### config.mk
export PLATFORM = sky130hd
export DESIGN_NAME = wb_port_arbiter_flat
export DESIGN_NICKNAME = d
export VERILOG_FILES = /design/src/rtl/wb_port_arbiter_if.sv /design/src/rtl/wb_port_arbiter.sv /design/src/flat_wrapper.sv
export SDC_FILE = /design/constraint.sdc
export NUM_CORES = 1
export LEC_CHECK = 0
export CAP_MARGIN = 10
export CORE_MARGIN = 5
export CORE_UTILIZATION = 35
export CTS_CLUSTER_DIAMETER = 50
export DETAILED_ROUTE_END_ITERATION = 16
export DONT_BUFFER_PORTS = 1
export HOLD_SLACK_MARGIN = 0.06
export PLACE_DENSITY = 0.46
export SYNTH_ARGS = -nofsm -noshare
export SYNTH_HDL_FRONTEND = slang
export SYNTH_SLANG_ARGS = --single-unit
### constraint.sdc
create_clock -name clk -period 2.55 [get_ports clk]
set_input_delay 0 -clock clk [delete_from_list [all_inputs] [get_ports clk]]
set_output_delay 0 -clock clk [all_outputs]
set_load 0.01 [all_outputs]
### src/rtl/wb_port_arbiter_if.sv
`timescale 1ns/1ps
`default_nettype none
// ============================================================================
// Module      : wb_port_arbiter_if
// Description : Bundle of writeback, MDU and register-file write-port signals
//               shared by the write-port arbiter and its environment.
//   ans_wb/wb_rd/wb_we        writeback-stage request (held while stall_wb=1)
//   mdu_valid/mdu_rd/mdu_data MDU result offer, accepted when mdu_ready=1
//   mdu_ready                 FIFO has room (pend_cnt < 2)
//   stall_wb                  writeback must hold this cycle
//   rf_we/rf_waddr/rf_wdata   registered register-file write port
//   pend_cnt                  registered FIFO occupancy (0..2)
//   Modports: slave = arbiter side, master = environment side.
// Revision    : 1.0  initial release
// ============================================================================
interface wb_port_arbiter_if #(
  parameter int DATA_W = 16,
  parameter int ADDR_W = 3
);
  logic [DATA_W-1:0] ans_wb;
  logic [ADDR_W-1:0] wb_rd;
  logic              wb_we;
  logic              mdu_valid;
  logic [ADDR_W-1:0] mdu_rd;
  logic [DATA_W-1:0] mdu_data;
  logic              mdu_ready;
  logic              stall_wb;
  logic              rf_we;
  logic [ADDR_W-1:0] rf_waddr;
  logic [DATA_W-1:0] rf_wdata;
  logic [1:0]        pend_cnt;

  modport slave (
    input  ans_wb, wb_rd, wb_we, mdu_valid, mdu_rd, mdu_data,
    output mdu_ready, stall_wb, rf_we, rf_waddr, rf_wdata, pend_cnt
  );

  modport master (
    output ans_wb, wb_rd, wb_we, mdu_valid, mdu_rd, mdu_data,
    input  mdu_ready, stall_wb, rf_we, rf_waddr, rf_wdata, pend_cnt
  );
endinterface
`default_nettype wire

### src/rtl/wb_port_arbiter.sv
`timescale 1ns/1ps
`default_nettype none
// ============================================================================
// Module      : wb_port_arbiter
// Description : Shares the single register-file write port between the
//               writeback stage (priority) and the multiply/divide unit.
//               MDU results queue in a 2-entry FIFO; after STARVE_MAX cycles
//               of the FIFO head being blocked by writeback, writeback is
//               stalled for one cycle and the head is written instead.
// Ports       : clk   - clock, rising edge
//               reset - asynchronous, active-low
//               bus   - wb_port_arbiter_if.slave (requests, write port, status)
// Revision    : 1.0  initial release
// ============================================================================
module wb_port_arbiter #(
  parameter int DATA_W     = 16,
  parameter int ADDR_W     = 3,
  parameter int STARVE_MAX = 4
) (
  input  wire logic          clk,
  input  wire logic          reset,
  wb_port_arbiter_if.slave   bus
);

  localparam logic [3:0] C_STARVE_MAX = 4'(STARVE_MAX);

  typedef enum logic [0:0] {
    ST_NORMAL = 1'b0,
    ST_FORCE  = 1'b1
  } state_t;

  state_t            r_state, w_state_nxt;
  logic [3:0]        r_wcnt, w_wcnt_nxt;

  // FIFO storage, pointers and occupancy
  logic [ADDR_W-1:0] r_fifo_rd   [2];
  logic [DATA_W-1:0] r_fifo_data [2];
  logic              r_rd_ptr, r_wr_ptr;
  logic [1:0]        r_cnt;

  logic              r_stall, r_rf_we;
  logic [ADDR_W-1:0] r_rf_waddr;
  logic [DATA_W-1:0] r_rf_wdata;

  logic              w_ready, w_push, w_pop, w_grant, w_grant_wb;
  logic [ADDR_W-1:0] w_gnt_rd;
  logic [DATA_W-1:0] w_gnt_data;

  // Ready depends on registered occupancy only: no mdu_valid -> mdu_ready path.
  assign w_ready = (r_cnt != 2'd2);
  assign w_push  = bus.mdu_valid && w_ready;

  always_comb begin
    w_state_nxt = r_state;
    w_wcnt_nxt  = r_wcnt;
    w_pop       = 1'b0;
    w_grant     = 1'b0;
    w_grant_wb  = 1'b0;
    case (r_state)
      ST_NORMAL: begin
        if (bus.wb_we) begin
          w_grant    = 1'b1;
          w_grant_wb = 1'b1;
          // Only cycles where an MDU result is actually waiting count as blocked.
          if (r_cnt != 2'd0) begin
            w_wcnt_nxt = r_wcnt + 4'd1;
            if (w_wcnt_nxt == C_STARVE_MAX) begin
              w_state_nxt = ST_FORCE;
            end
          end
        end else if (r_cnt != 2'd0) begin
          w_grant    = 1'b1;
          w_pop      = 1'b1;
          w_wcnt_nxt = 4'd0;
        end
      end
      ST_FORCE: begin
        // FIFO is non-empty here by construction; wb_we is ignored.
        w_grant     = 1'b1;
        w_pop       = 1'b1;
        w_wcnt_nxt  = 4'd0;
        w_state_nxt = ST_NORMAL;
      end
      default: begin
        w_state_nxt = ST_NORMAL;
        w_wcnt_nxt  = 4'd0;
      end
    endcase
  end

  assign w_gnt_rd   = w_grant_wb ? bus.wb_rd  : r_fifo_rd[r_rd_ptr];
  assign w_gnt_data = w_grant_wb ? bus.ans_wb : r_fifo_data[r_rd_ptr];

  always_ff @(posedge clk or negedge reset) begin
    if (!reset) begin
      r_state        <= ST_NORMAL;
      r_wcnt         <= 4'd0;
      r_stall        <= 1'b0;
      r_rd_ptr       <= 1'b0;
      r_wr_ptr       <= 1'b0;
      r_cnt          <= 2'd0;
      r_fifo_rd[0]   <= '0;
      r_fifo_rd[1]   <= '0;
      r_fifo_data[0] <= '0;
      r_fifo_data[1] <= '0;
      r_rf_we        <= 1'b0;
      r_rf_waddr     <= '0;
      r_rf_wdata     <= '0;
    end else begin
      r_state <= w_state_nxt;
      r_wcnt  <= w_wcnt_nxt;
      // stall_wb is high exactly during the FORCE cycle.
      r_stall <= (w_state_nxt == ST_FORCE);
      if (w_push) begin
        r_fifo_rd[r_wr_ptr]   <= bus.mdu_rd;
        r_fifo_data[r_wr_ptr] <= bus.mdu_data;
        r_wr_ptr              <= ~r_wr_ptr;
      end
      if (w_pop) begin
        r_rd_ptr <= ~r_rd_ptr;
      end
      r_cnt   <= r_cnt + 2'(w_push) - 2'(w_pop);
      // An r0 grant still consumes the slot but never enables the write.
      r_rf_we <= w_grant && (w_gnt_rd != '0);
      if (w_grant) begin
        r_rf_waddr <= w_gnt_rd;
        r_rf_wdata <= w_gnt_data;
      end
    end
  end

  assign bus.mdu_ready = w_ready;
  assign bus.stall_wb  = r_stall;
  assign bus.rf_we     = r_rf_we;
  assign bus.rf_waddr  = r_rf_waddr;
  assign bus.rf_wdata  = r_rf_wdata;
  assign bus.pend_cnt  = r_cnt;

endmodule
`default_nettype wire

### src/flat_wrapper.sv
// flat-port wrapper written by rule: the top's interface ports become plain ports
module wb_port_arbiter_flat 
#(
  parameter int DATA_W     = 16,
  parameter int ADDR_W     = 3,
  parameter int STARVE_MAX = 4
)
  (clk, reset, bus_ans_wb, bus_wb_rd, bus_wb_we, bus_mdu_valid, bus_mdu_rd, bus_mdu_data, bus_mdu_ready, bus_stall_wb, bus_rf_we, bus_rf_waddr, bus_rf_wdata, bus_pend_cnt);
  wb_port_arbiter_if #(.DATA_W(DATA_W), .ADDR_W(ADDR_W)) bus_i ();
  input  wire logic clk;
  input  wire logic reset;
  input wire logic [$bits(bus_i.ans_wb)-1:0] bus_ans_wb;
  input wire logic [$bits(bus_i.wb_rd)-1:0] bus_wb_rd;
  input wire logic [$bits(bus_i.wb_we)-1:0] bus_wb_we;
  input wire logic [$bits(bus_i.mdu_valid)-1:0] bus_mdu_valid;
  input wire logic [$bits(bus_i.mdu_rd)-1:0] bus_mdu_rd;
  input wire logic [$bits(bus_i.mdu_data)-1:0] bus_mdu_data;
  output wire logic [$bits(bus_i.mdu_ready)-1:0] bus_mdu_ready;
  output wire logic [$bits(bus_i.stall_wb)-1:0] bus_stall_wb;
  output wire logic [$bits(bus_i.rf_we)-1:0] bus_rf_we;
  output wire logic [$bits(bus_i.rf_waddr)-1:0] bus_rf_waddr;
  output wire logic [$bits(bus_i.rf_wdata)-1:0] bus_rf_wdata;
  output wire logic [$bits(bus_i.pend_cnt)-1:0] bus_pend_cnt;
  assign bus_i.ans_wb = bus_ans_wb;
  assign bus_i.wb_rd = bus_wb_rd;
  assign bus_i.wb_we = bus_wb_we;
  assign bus_i.mdu_valid = bus_mdu_valid;
  assign bus_i.mdu_rd = bus_mdu_rd;
  assign bus_i.mdu_data = bus_mdu_data;
  assign bus_mdu_ready = bus_i.mdu_ready;
  assign bus_stall_wb = bus_i.stall_wb;
  assign bus_rf_we = bus_i.rf_we;
  assign bus_rf_waddr = bus_i.rf_waddr;
  assign bus_rf_wdata = bus_i.rf_wdata;
  assign bus_pend_cnt = bus_i.pend_cnt;
  wb_port_arbiter #(.DATA_W(DATA_W), .ADDR_W(ADDR_W), .STARVE_MAX(STARVE_MAX)) u_core (.clk(clk), .reset(reset), .bus(bus_i));
endmodule
==> run metrics <==
outcome=complete, no violations; Int Power=just under 0.003 W; port bufs=0; met1 Resource Use GR=0.156; drt first-iter violations=16; top-count cell post-synth=dfrtp_1; unrepaired setup endpoints after global routing=false; via count=~1900; die area=roughly 11000 um^2; worst vdd ir=~410 uV; Syn Nets=between 200 and 300; GRT met3 Usage=0.0379; Clock Path Buffers=2; chip height=103 um; Total GRT Usage=0.129; routed len/inst=16.0 um; Vias/cell=between 4 and 5; cts bufs inserted=9; cts hold-fix bufs=43; syn avg cell area=13.1 um^2; CTS Sinks=67; clk_lat worst skew=between 0.3 and 0.4 ns; Hold WC Path Type=input pin to flop; DP HPWL=3960 um; H-tree lvl count=3; PwrDens=1140 nW/um^2; Setup crit end kind=flop; nets@finish=322; gp weighted congestion=between 0.6 and 0.7; fin. max-slew vios=0; first-pass GRT wire length=10300 um; Startpoint Class=flop; Design Area, Final=3750 um^2; Netlist cell types=29; layout cells sized above 1=0.288; grt ovf=0; # diodes=0; Synth Cell Area=3000 um^2; Area Overhead vs Synth=25.0%; crit path time final=~2.0 ns; Final Hold Fails=0; pin count of the biggest net entering global routing=slightly below 70; initial antenna violation count=0; IO Count=66; Worst slew margin=0.606; Die X=103 um; hold slack=0.108 ns; WP data arrival=2.19 ns; crit path kind=flop to flop; Sw Ratio=0.318; row cnt=33; EDFF count, synth=0; Tcrit/Tclk final=0.779; GR peak layer=met2; Root Buffer=clkbuf_8; Syn Inst Count=approximately 230; ranking of synthesized cells by area=dfrtp_1, mux2_2, mux2i_1, o21ai_0, nand2_1; Static Leak=roughly 1.6 nW; Setup Viol. Count Final=0; drt pass-1 iters=4; Synth Register Bits=67; grt met2 use=0.214; FMAX=503 MHz; P_sw=roughly 0.0014 W; Post-Route WL=6180 um; vias in the first global route=~2100; Logic pwr share=0.334; Worst Reg2Reg Path Length in Cells=5; synth cell count leaders=dfrtp_1, mux2_2, nand2_1, o21ai_0, mux2i_1; slew of the pin with the lowest slew margin=~0.59 ns; Worst Skew=approximately 0.010 ns; hold path depth=3; CTS resizes=0; CTS tree=yes; DP Area=about 3100 um^2; Initial Utilization=0.362; max_cap viols=0; post-synthesis sequential area ratio=0.559; ys async rst share=1.00; Setup TNS=0 ns; core footprint=8300 um^2; Primary FF master, synth=dfrtp_1; Antenna Nets Post-Route=0; post-synth top area cell=dfrtp_1; Post-CTS Setup Bufs=0; Worst-path clk slew=roughly 0.070 ns; DRC=0; sequential power share=0.462; Yosys top cell area share=0.559; Required @ worst endpoint=2.76 ns; maximum fanout along the worst path=9; Yosys warnings=0; Clk network pwr share=0.204
metrics by stage:
| step | cells | power [W] | utilization | setup WS, ns |
|---|---|---|---|---|
| after floorplan | 229 | 0.00307 | - | 0.832 |
| after global placement | 328 | 0.00335 | 0.374 | 0.679 |
| after detailed placement | 328 | 0.00338 | 0.374 | 0.645 |
| after CTS | 386 | 0.00438 | 0.452 | 0.560 |
| after global routing | 386 | 0.00464 | 0.452 | 0.492 |
| final | 386 | 0.00429 | 0.452 | 0.563 |
sequential cells by signal, summed over array words and instances, names as in the netlist:
| signal | flops |
|---|---|
| u_core.r_fifo_data | 32 |
| u_core.bus.rf_waddr | 3 |
| u_core.bus.rf_wdata | 16 |
| u_core.r_state | 1 |
| u_core.bus.rf_we | 1 |
| u_core.r_wcnt | 4 |
| u_core.r_rd_ptr | 1 |
| u_core.bus.pend_cnt | 2 |
| u_core.r_fifo_rd | 6 |
| u_core.r_wr_ptr | 1 |
power by group through the flow:
stage               registers [W]  clock network, W  logic (W)
floorplan                 0.00191                 0    0.00116
global placement          0.00200                 0    0.00135
detailed placement        0.00201                 0    0.00137
CTS                       0.00199          0.000920    0.00147
global route              0.00206          0.000963    0.00162
finish                    0.00198          0.000876    0.00143
cell families after synthesis:
group | count (synthesis) | share of synthesized area
compound gates | 26 | 0.0455
xor+xnor | 5 | 0.0146
fa+ha+maj | 3 | 0.0125
buf+inv | 14 | 0.0275
flops | 67 | 0.559
mux | 76 | 0.277
simple gates | 38 | 0.0638
worst max-delay path, stage by stage, from the launching register on:
cell           delay (ns)
dfrtp_1              0.53
nand2b_1             0.18
buf_4                0.22
mux2i_1              0.26
a31oi_1              0.10
dlygate4sd3_1        0.57
layout make-up:
| class | count | area (um^2) |
|---|---|---|
| multi-input cells | 148 | 1250 |
| fillers | 751 | 4550 |
| clock buffers | 13 | 159 |
| well taps | 105 | 131 |
| inverters | 2 | 7.51 |
| repair buffers | 49 | 493 |
| clock inverters | 2 | 35.0 |
| flip-flops and latches | 67 | 1680 |
per-layer routing:
metal,up-vias,part of all wire
met1,918,0.44
met3,5,0.053
met5,-,0
met4,0,0.0094
met2,39,0.49
li1,904,-
worst paths after layout:
kind	endpoint	start	slack, ns
setup / recovery	u_core.bus.rf_we	u_core.r_state	0.56
hold / removal	u_core.r_state	bus_wb_we	0.11
setup reg to reg	u_core.bus.rf_we	u_core.r_state	0.56
hold reg to reg	u_core.r_state	u_core.r_wcnt[3]	0.48
max in group asynchronous	u_core.r_fifo_data[25]	reset	2.07
min in group asynchronous	u_core.bus.pend_cnt[1]	reset	0.20
cells in the final DEF, fill, tap and decap left out, drive strengths merged:
| cell type | n |
|---|---|
| o21bai | 1 |
| bufinv | 1 |
| dfrtp | 67 |
| o21ai | 20 |
| xnor2 | 2 |
| a21oi | 3 |
| o31ai | 1 |
| and3b | 1 |
| nand2 | 22 |
| a31oi | 1 |
| clkbuf | 13 |
| dlygate4sd3 | 42 |
| nor4 | 1 |
| clkinv | 1 |
| xor2 | 3 |
| inv | 2 |
| nand3b | 2 |
| or2 | 1 |
| mux2 | 57 |
| nor3 | 1 |
| ha | 3 |
| nand3 | 4 |
| mux2i | 19 |
| nor2 | 1 |
| and2 | 1 |
| buf | 7 |
| nand2b | 2 |
| nor2b | 2 |
Note: power is estimated with default switching activity, not from simulation.
